File: src/rtl/uart_tx_frame.sv
// UART transmitter: start bit, DATA_WIDTH data bits LSB first, optional parity, stop bit.
// Optional per-bit prescaler enabled by defining UART_TX_PRESCALE_EN.
module uart_tx_frame #(
    parameter int DATA_WIDTH = 8
`ifdef UART_TX_PRESCALE_EN
    ,
    parameter int PRESC_W    = 6
`endif
) (
    input  logic                  CLK,
    input  logic                  RST,
    input  logic [DATA_WIDTH-1:0] P_DATA,
    input  logic                  Data_Valid,
    input  logic                  PAR_EN,
    input  logic                  PAR_TYP,
`ifdef UART_TX_PRESCALE_EN
    input  logic [PRESC_W-1:0]    PRESCALE,
`endif
    output logic                  TX_OUT,
    output logic                  Busy
);

    localparam int CNT_W = (DATA_WIDTH > 1) ? $clog2(DATA_WIDTH) : 1;
    localparam logic [CNT_W-1:0] LAST_BIT = CNT_W'(DATA_WIDTH - 1);

    typedef enum logic [2:0] {
        ST_IDLE   = 3'd0,
        ST_START  = 3'd1,
        ST_DATA   = 3'd2,
        ST_PARITY = 3'd3,
        ST_STOP   = 3'd4
    } state_t;

    // Even parity is the XOR of the word; odd parity is its complement.
    function automatic logic parity_bit(input logic [DATA_WIDTH-1:0] data, input logic odd);
        return (^data) ^ odd;
    endfunction

    state_t                  state_q, state_d;
    logic [DATA_WIDTH-1:0]   data_q, data_d;
    logic [CNT_W-1:0]        bit_cnt_q, bit_cnt_d;
    logic                    par_q, par_d;
    logic                    par_en_q, par_en_d;
    logic                    tx_q, tx_d;
    logic                    busy_q, busy_d;
    logic                    accept_s;
    logic                    bit_end_s;

    assign accept_s = (state_q == ST_IDLE) && Data_Valid;

`ifdef UART_TX_PRESCALE_EN
    logic [PRESC_W-1:0] presc_q, presc_d;
    logic [PRESC_W-1:0] div_q, div_d;

    function automatic logic [PRESC_W-1:0] eff_presc(input logic [PRESC_W-1:0] p);
        return (p == {PRESC_W{1'b0}}) ? {{(PRESC_W-1){1'b0}}, 1'b1} : p;
    endfunction

    assign bit_end_s = (div_q == {PRESC_W{1'b0}});

    // Bit-time down-counter: reloaded at the start of every bit, latched prescale at acceptance.
    always_comb begin
        presc_d = presc_q;
        div_d   = div_q;
        if (state_q == ST_IDLE) begin
            if (accept_s) begin
                presc_d = eff_presc(PRESCALE);
                div_d   = eff_presc(PRESCALE) - {{(PRESC_W-1){1'b0}}, 1'b1};
            end else begin
                div_d   = {PRESC_W{1'b0}};
            end
        end else if (bit_end_s) begin
            div_d = presc_q - {{(PRESC_W-1){1'b0}}, 1'b1};
        end else begin
            div_d = div_q - {{(PRESC_W-1){1'b0}}, 1'b1};
        end
    end

    // Prescaler registers.
    always_ff @(posedge CLK or negedge RST) begin
        if (!RST) begin
            presc_q <= {{(PRESC_W-1){1'b0}}, 1'b1};
            div_q   <= {PRESC_W{1'b0}};
        end else begin
            presc_q <= presc_d;
            div_q   <= div_d;
        end
    end
`else
    assign bit_end_s = 1'b1;
`endif

    // Frame sequencing; the output flops are loaded with the value of the state being entered.
    always_comb begin
        state_d   = state_q;
        data_d    = data_q;
        bit_cnt_d = bit_cnt_q;
        par_d     = par_q;
        par_en_d  = par_en_q;
        tx_d      = 1'b1;
        busy_d    = 1'b0;
        case (state_q)
            ST_IDLE: begin
                if (accept_s) begin
                    state_d   = ST_START;
                    data_d    = P_DATA;
                    par_en_d  = PAR_EN;
                    par_d     = parity_bit(P_DATA, PAR_TYP);
                    bit_cnt_d = {CNT_W{1'b0}};
                end else begin
                    state_d   = ST_IDLE;
                end
            end
            ST_START: begin
                if (bit_end_s) begin
                    state_d   = ST_DATA;
                    bit_cnt_d = {CNT_W{1'b0}};
                end else begin
                    state_d   = ST_START;
                end
            end
            ST_DATA: begin
                if (bit_end_s) begin
                    if (bit_cnt_q == LAST_BIT) begin
                        state_d = par_en_q ? ST_PARITY : ST_STOP;
                    end else begin
                        bit_cnt_d = bit_cnt_q + {{(CNT_W-1){1'b0}}, 1'b1};
                        data_d    = data_q >> 1;
                    end
                end else begin
                    state_d = ST_DATA;
                end
            end
            ST_PARITY: begin
                if (bit_end_s) begin
                    state_d = ST_STOP;
                end else begin
                    state_d = ST_PARITY;
                end
            end
            ST_STOP: begin
                if (bit_end_s) begin
                    state_d = ST_IDLE;
                end else begin
                    state_d = ST_STOP;
                end
            end
            default: begin
                state_d = ST_IDLE;
            end
        endcase

        case (state_d)
            ST_IDLE:   begin tx_d = 1'b1;      busy_d = 1'b0; end
            ST_START:  begin tx_d = 1'b0;      busy_d = 1'b1; end
            ST_DATA:   begin tx_d = data_d[0]; busy_d = 1'b1; end
            ST_PARITY: begin tx_d = par_q;     busy_d = 1'b1; end
            ST_STOP:   begin tx_d = 1'b1;      busy_d = 1'b1; end
            default:   begin tx_d = 1'b1;      busy_d = 1'b0; end
        endcase
    end

    // State, datapath and output registers; reset aborts any frame in flight.
    always_ff @(posedge CLK or negedge RST) begin
        if (!RST) begin
            state_q   <= ST_IDLE;
            data_q    <= {DATA_WIDTH{1'b0}};
            bit_cnt_q <= {CNT_W{1'b0}};
            par_q     <= 1'b0;
            par_en_q  <= 1'b0;
            tx_q      <= 1'b1;
            busy_q    <= 1'b0;
        end else begin
            state_q   <= state_d;
            data_q    <= data_d;
            bit_cnt_q <= bit_cnt_d;
            par_q     <= par_d;
            par_en_q  <= par_en_d;
            tx_q      <= tx_d;
            busy_q    <= busy_d;
        end
    end

    assign TX_OUT = tx_q;
    assign Busy   = busy_q;

endmodule

File: config.mk
export PLATFORM = sky130hd
export DESIGN_NAME = uart_tx_frame
export DESIGN_NICKNAME = d
export VERILOG_FILES = /design/src/rtl/uart_tx_frame.sv
export SDC_FILE = /design/constraint.sdc
export NUM_CORES = 1
export LEC_CHECK = 0
export CAP_MARGIN = 15
export CORE_UTILIZATION = 30
export CTS_CLUSTER_DIAMETER = 150
export DETAILED_ROUTE_END_ITERATION = 10
export GPL_TIMING_DRIVEN = 0
export PLACE_DENSITY = 0.57
export SLEW_MARGIN = 10
export SYNTH_ARGS = -nofsm -noshare
export SYNTH_HDL_FRONTEND = slang
export SYNTH_SLANG_ARGS = --single-unit
File: constraint.sdc
create_clock -name CLK -period 3.7 [get_ports CLK]
set_input_delay 0.74 -clock CLK [delete_from_list [all_inputs] [get_ports CLK]]
set_output_delay 0.74 -clock CLK [all_outputs]
set_load 0.01 [all_outputs]
==> flow_metrics.py, run 1 <==
metrics = {
    "place": {
        "io_buffers": 14,
        "detailed_place_hpwl_um": 1200,
        "gp_congestion": 0.718,
    },
    "timing": {
        "timing.max_slew.rel_slack_pct": 45.7,
        "rsz0062_at_grt": "no",
        "clk_skew_ps": 6.69,
        "final_period_minus_worst_setup_slack_ps": 2070,
        "fin_crit_sh_pct": 56.0,
        "setup_total_negative_slack_ps": 0,
        "final_count_of_hold_timing_violations": 0,
        "max_freq_ghz": 0.483,
        "worst_pin_slew_ps": 811,
        "number_of_slew_limit_violations_in_the_final_report": 0,
        "setup_viol": 0,
    },
    "synth": {
        "synth.lib_cells_used.distinct": 27,
        "post_synth_inst_count": 80,
        "synth_area_um2": 905,
        "synth_top_flop_cell": "sky130_fd_sc_hd__dfrtp_1",
        "synth_largest_type_area_fraction_pct": 47.0,
        "ys_top_cells_by_area": "sky130_fd_sc_hd__dfrtp_1, sky130_fd_sc_hd__nand2_1, sky130_fd_sc_hd__nor4b_4",
        "synth_warnings": 0,
        "netlist.top_cell.by_area": "sky130_fd_sc_hd__dfrtp_1",
        "postSynth.asyncResetShare_pct": 100,
        "synth.net_count": 95,
        "synth.ff_latch_count": 18,
        "synth_seq_area_share_pct": 49.9,
        "postSynthAreaPerCell_um2": 11.3,
        "synth-edff-count": 0,
    },
    "global_routing": {
        "antenna_found_initial": 0,
        "largest_net_degree_at_the_start_of_global_routing": 19,
        "globalRouteTotalUtil_pct": 11.2,
        "grt_overflow": 0,
        "grt_pass1_vias": 605,
        "grt_first_pass_wirelength_um": 2740,
    },
    "setup_path": {
        "path_class": "reg2out",
        "timing.reg2reg.setup_slack_ps": 1850,
        "crit_arrival_ps": 1330,
        "critical_path_depth": 1,
        "critical_path.slowest_cell": "sky130_fd_sc_hd__dfstp_2",
        "critical_path_required_ps": 2960,
        "r2r.worst_path.cells": 6,
        "crit_path_cell_trace": "clkdlybuf4s50_1",
        "crit_path_start_kind": "flop",
        "total_buffers_and_inverters_traversed_by_the_critical_path": 1,
        "critPathTopFamily": "flip-flops",
        "critical_path.max_stage_delay_ps": 530,
        "worst_setup_path_end_kind": "output pin",
        "timing.critical_path.fanout_max": 1,
    },
    "hold_path": {
        "worstHoldPathCells": 2,
        "timing.hold.worst.class": "reg2reg",
    },
    "routing": {
        "detail-route-antenna-nets": 0,
        "drcViolationCount": 2,
        "wl_per_cell_um": 12.2,
        "drt_iter0_drc": 19,
        "wl_um": 1570,
        "drtPass1Iterations": 7,
        "via_count": 639,
        "via_per_inst": 4.95,
    },
    "clock_network": {
        "cts_hold_buffers": 0,
        "cts-buffers-inserted": 3,
        "clock_tree.root_cell": "sky130_fd_sc_hd__clkbuf_4",
        "clock_insertion_delay_worst_skew_ps": 290,
        "htree_levels": 1,
        "cts-resized-gates": 0,
        "cts.sinks": 18,
        "max-clock-path-buffers": 2,
        "clock_tree_from_tritoncts": "done",
        "post-cts-setup-buffer-count": 0,
        "path_clk_slew_ps": 110,
    },
    "floorplan": {
        "row_count": 19,
        "die_area_mm2": 0.00324,
        "initial_core_util_pct": 32.2,
        "chipWidth_um": 56.9,
        "fp.coreArea_mm2": 0.00281,
        "io-pin-count": 15,
        "die-height_um": 56.9,
    },
    "final_layout": {
        "n_antenna_cell": 0,
        "drive_gt1_share_pct": 12.2,
        "nNetsFinal": 114,
        "fill_cells": 279,
        "layout.cells.most_common": "sky130_fd_sc_hd__dfrtp_1",
        "most_frequent_cells_in_the_layout": "sky130_fd_sc_hd__dfrtp_1, sky130_fd_sc_hd__clkdlybuf4s50_1, sky130_fd_sc_hd__nand2_1, sky130_fd_sc_hd__a22oi_1",
        "area_delta_synth_final_pct": 23.8,
    },
    "outcome": {
        "outcome": "finished, violations left",
        "failed_checks": "DRC",
    },
    "run": {
        "drv.max_cap_violation_count": 0,
    },
    "power": {
        "ir_worst_vdd_v": 0.000205,
        "pwr_dens_mw_per_mm2": 728,
        "p_leak_nw": 0.508,
        "finalPower_mw": 0.816,
    },
}
synthesized netlist by cell type, types with 2 or more instances:
library cell / instances
sky130_fd_sc_hd__nor3b_1: 2
sky130_fd_sc_hd__xnor2_1: 5
sky130_fd_sc_hd__a22o_1: 3
sky130_fd_sc_hd__nand2b_1: 3
sky130_fd_sc_hd__dfrtp_1: 17
sky130_fd_sc_hd__nor2b_1: 3
sky130_fd_sc_hd__inv_1: 2
sky130_fd_sc_hd__nor2_1: 5
sky130_fd_sc_hd__nor4b_4: 2
sky130_fd_sc_hd__nand2_1: 13
sky130_fd_sc_hd__a21oi_1: 2
sky130_fd_sc_hd__mux2_2: 2
sky130_fd_sc_hd__a22oi_1: 6
sky130_fd_sc_hd__ha_1: 2
logic make-up after synthesis:
logic type / Yosys count / share of synthesized area, %
AO/OA/AOI/OAI: 16 / 13.6
XOR/XNOR: 7 / 8.30
adder cells (fa/ha/maj): 2 / 2.77
buffers and inverters: 4 / 2.21
flip-flops: 18 / 49.9
multiplexers: 2 / 2.49
AND/OR/NAND/NOR: 31 / 20.7
path summary, 6_finish.rpt:
check                                               from               endpoint
worst max-delay path                    TX_OUT$_DFF_PN1_                 TX_OUT
min in group asynchronous                            RST  data_q[3]$_DFFE_PN0P_
worst min-delay path               data_q[6]$_DFFE_PN0P_  data_q[6]$_DFFE_PN0P_
max in group asynchronous                            RST  data_q[1]$_DFFE_PN0P_
worst min register to register     data_q[6]$_DFFE_PN0P_  data_q[6]$_DFFE_PN0P_
worst max register to register  bit_cnt_q[0]$_DFFE_PN0P_  data_q[7]$_DFFE_PN0P_
registers in the layout, indices dropped and copies added, names as in the netlist:
register and cells:
data_q 8, par_q 1, Busy 1, TX_OUT 1, bit_cnt_q 3, state_q 3, par_en_q 1
metal layers:
metal  global-route usage [%]  routed length (um)  share of wire [%]  vias up
met5                        0                   0                  0        -
met2                     17.3                 688                 44       13
met4                     5.23                   0                  0        0
met3                     2.76                  71                4.5        0
met1                     14.7                 811                 52      309
li1                         -                   -                  -      317
per-stage QoR:
step / instance area [um^2] / hold WS, ps / std cells / utilization, % / setup WS (ps)
floorplan: 905 / 439 / 80 / - / 1930
global placement: 1080 / 455 / 125 / 38.6 / 1350
detailed placement: 1080 / 457 / 125 / 38.6 / 1330
finish: 1120 / 480 / 129 / 39.9 / 1630
CTS: 1120 / 483 / 129 / 39.9 / 1620
global route: 1120 / 519 / 129 / 39.9 / 1580
where the power goes:
part           switching [mW]  leakage [nW]  internal (mW)
Clock                  0.0604        0.0210         0.0599
Combinational           0.157         0.263          0.179
Sequential             0.0678         0.224          0.291
Total                   0.285         0.508          0.530
final cells by class:
| cell class | instances | area [um^2] | share of cell area [%] |
|---|---|---|---|
| Buffer | 2 | 12.5 | 1.12 |
| Clock buffer | 4 | 36.3 | 3.24 |
| Inverter | 2 | 7.51 | 0.670 |
| Multi-Input combinational cell | 58 | 433 | 38.7 |
| Sequential cell | 18 | 452 | 40.3 |
| Tap cell | 31 | 38.8 | 3.46 |
| Timing Repair Buffer | 14 | 140 | 12.5 |
Note: power is estimated with default switching activity, not from simulation.
==> run 2: changes to the inputs <==
--- a/config.mk
+++ b/config.mk
@@ -10,7 +10,7 @@
 export CTS_CLUSTER_DIAMETER = 150
 export DETAILED_ROUTE_END_ITERATION = 10
 export GPL_TIMING_DRIVEN = 0
-export PLACE_DENSITY = 0.57
+export PLACE_DENSITY = 0.59
 export SLEW_MARGIN = 10
 export SYNTH_ARGS = -nofsm -noshare
 export SYNTH_HDL_FRONTEND = slang
==> constraint.sdc (replaced) <==
create_clock -name CLK -period 1.8 [get_ports CLK]
set_input_delay 0.36 -clock CLK [delete_from_list [all_inputs] [get_ports CLK]]
set_output_delay 0.36 -clock CLK [all_outputs]
set_load 0.01 [all_outputs]
==> run 2 against run 1 <==
The run still ends with DRC left. Critical path depth unchanged. Cell area up 2.3%. Highest routed layer unchanged. Worst hold slack better by 1.0 ps.
==> flow_metrics.py, run 2 (synthesized netlist as in run 1, its figures left out) <==
metrics = {
    "run": {
        "drv.max_cap_violation_count": 0,
    },
    "timing": {
        "final_count_of_hold_timing_violations": 0,
        "final_period_minus_worst_setup_slack_ps": 1720,
        "number_of_slew_limit_violations_in_the_final_report": 0,
        "rsz0062_at_grt": "yes",
        "setup_viol": 0,
        "worst_pin_slew_ps": 810,
        "clk_skew_ps": 9.13,
        "timing.max_slew.rel_slack_pct": 45.8,
        "max_freq_ghz": 0.583,
        "fin_crit_sh_pct": 95.3,
    },
    "routing": {
        "wl_um": 1640,
        "via_count": 644,
        "detail-route-antenna-nets": 0,
        "via_per_inst": 4.95,
        "drt_iter0_drc": 17,
        "drcViolationCount": 4,
        "drtPass1Iterations": 9,
        "wl_per_cell_um": 12.6,
    },
    "global_routing": {
        "globalRouteTotalUtil_pct": 11.3,
        "largest_net_degree_at_the_start_of_global_routing": 19,
        "grt_overflow": 0,
        "grt_first_pass_wirelength_um": 2820,
        "antenna_found_initial": 0,
        "grt_pass1_vias": 615,
    },
    "hold_path": {
        "worst_hold_startpoint": "data_q[6]$_DFFE_PN0P_",
        "worstHoldPathCells": 2,
        "timing.hold.worst.class": "reg2reg",
        "min_delay_worst_endpoint": "data_q[6]$_DFFE_PN0P_",
    },
    "final_layout": {
        "layout.core_utilization_pct": 40.9,
        "largest_registers": "data_q: 8 flops, bit_cnt_q: 3 flops, state_q: 3 flops",
        "layout.cells.most_common": "sky130_fd_sc_hd__dfrtp_1",
        "largest_reg_flops": 8,
        "nNetsFinal": 115,
        "area_delta_synth_final_pct": 26.7,
        "final_cell_area_mm2": 0.00115,
        "most_frequent_cells_in_the_layout": "sky130_fd_sc_hd__dfrtp_1, sky130_fd_sc_hd__clkdlybuf4s50_1, sky130_fd_sc_hd__nand2_1, sky130_fd_sc_hd__a22oi_1",
        "fill_cells": 286,
        "largest-register": "data_q",
        "n_antenna_cell": 0,
        "drive_gt1_share_pct": 15.2,
    },
    "clock_network": {
        "clock_tree_from_tritoncts": "done",
        "max-clock-path-buffers": 2,
        "cts.sinks": 18,
        "clock_insertion_delay_worst_skew_ps": 300,
        "htree_levels": 1,
        "cts-buffers-inserted": 3,
        "clock_tree.root_cell": "sky130_fd_sc_hd__clkbuf_4",
        "path_clk_slew_ps": 110,
    },
    "setup_path": {
        "crit_arrival_ps": 1360,
        "regToRegStartpoint": "bit_cnt_q[0]$_DFFE_PN0P_",
        "critical_path.slowest_cell": "sky130_fd_sc_hd__dfstp_2",
        "timing.critical_path.fanout_max": 1,
        "crit_reg_reg_endpoint": "TX_OUT$_DFF_PN1_",
        "critical_path.max_stage_delay_ps": 530,
        "timing.reg2reg.setup_slack_ps": 80,
        "total_buffers_and_inverters_traversed_by_the_critical_path": 1,
        "crit_path_cell_trace": "clkdlybuf4s50_1",
        "r2r.worst_path.cells": 6,
        "critical_path_required_ps": 1440,
        "crit_path_start_kind": "flop",
        "path_class": "reg2out",
        "worst_setup_path_end_kind": "output pin",
        "critPathTopFamily": "flip-flops",
    },
    "floorplan": {
        "initial_core_util_pct": 32.2,
        "chipWidth_um": 56.9,
        "io-pin-count": 15,
        "fp.coreArea_mm2": 0.00281,
        "die-height_um": 56.9,
        "die_area_mm2": 0.00324,
        "row_count": 19,
    },
    "place": {
        "detailed_place_hpwl_um": 1170,
        "gp_congestion": 0.708,
        "postPlaceCellArea_mm2": 0.00108,
        "io_buffers": 14,
    },
    "power": {
        "finalPower_mw": 1.73,
        "ir_worst_vdd_v": 0.000540,
        "pwr_dens_mw_per_mm2": 1510,
        "p_leak_nw": 0.509,
    },
    "outcome": {
        "failed_checks": "DRC",
        "outcome": "finished, violations left",
    },
}
[run 2: cell types whose count changed in the layout (fill, tap and decap cells not counted), sizes merged]
| cell | previous run | this run |
|---|---|---|
| buf | 2 | 3 |
[run 2: metrics by stage]
step / setup TNS [ps] / instances / hold WS, ps / setup slack, ps
floorplan: 0 / 80 / 64.4 / 128
global placement: -210 / 125 / 456 / -167
detailed placement: -233 / 125 / 460 / -174
CTS: 0 / 130 / 486 / 10.3
global route: -11.2 / 130 / 509 / -11.2
finish: 0 / 130 / 481 / 84.3
[run 2: timing repair]
item	CTS	global route
hold buffers	0	0
resized for setup	2	2
endpoints found under the hold margin	0	0
pin swaps	2	3
setup endpoints to repair	8	7
setup buffers	1	0
[run 2: tightest hold or removal path, cell delays in order, from the launching register on]
cell,delay [ps]
sky130_fd_sc_hd__dfrtp_1,360
sky130_fd_sc_hd__nand2_1,50
sky130_fd_sc_hd__nand2_1,50
[run 2: power breakdown]
part	internal [mW]	switching, mW
Combinational	0.395	0.330
Clock	0.123	0.134
Sequential	0.598	0.145
[run 2: area by class of cell]
class | instances | area (um^2) | area share (%)
Multi-Input combinational cell | 58 | 448 | 39.1
Tap cell | 31 | 38.8 | 3.38
Clock buffer | 4 | 36.3 | 3.17
Buffer | 2 | 16.3 | 1.42
Sequential cell | 18 | 452 | 39.4
Timing Repair Buffer | 15 | 148 | 12.9
Inverter | 2 | 7.51 | 0.655
[run 2: how the worst max path moves through the flow]
stage	slack [ps]	end	startpoint	depth (start not counted)
2_1_floorplan	130	data_q[7]$_DFFE_PN0P_	bit_cnt_q[0]$_DFFE_PN0P_	6
3_3_place_gp	-170	par_q$_DFFE_PN0N_	P_DATA[0]	5
3_5_place_dp	-170	par_q$_DFFE_PN0N_	P_DATA[0]	5
4_1_cts	10	TX_OUT$_DFF_PN1_	bit_cnt_q[0]$_DFFE_PN0P_	6
5_1_grt	-10	TX_OUT$_DFF_PN1_	bit_cnt_q[0]$_DFFE_PN0P_	6
6_report	80	TX_OUT	TX_OUT$_DFF_PN1_	1
[run 2: per-layer routing]
metal  vias to the layer above  global-route usage [%]  share of wire [%]
li1                        318                       -                  -
met1                       308                    14.8                 50
met2                        18                    17.6                 44
met3                         0                    4.84                6.4
met4                         0                    1.74                  0
met5                         -                       0                  0
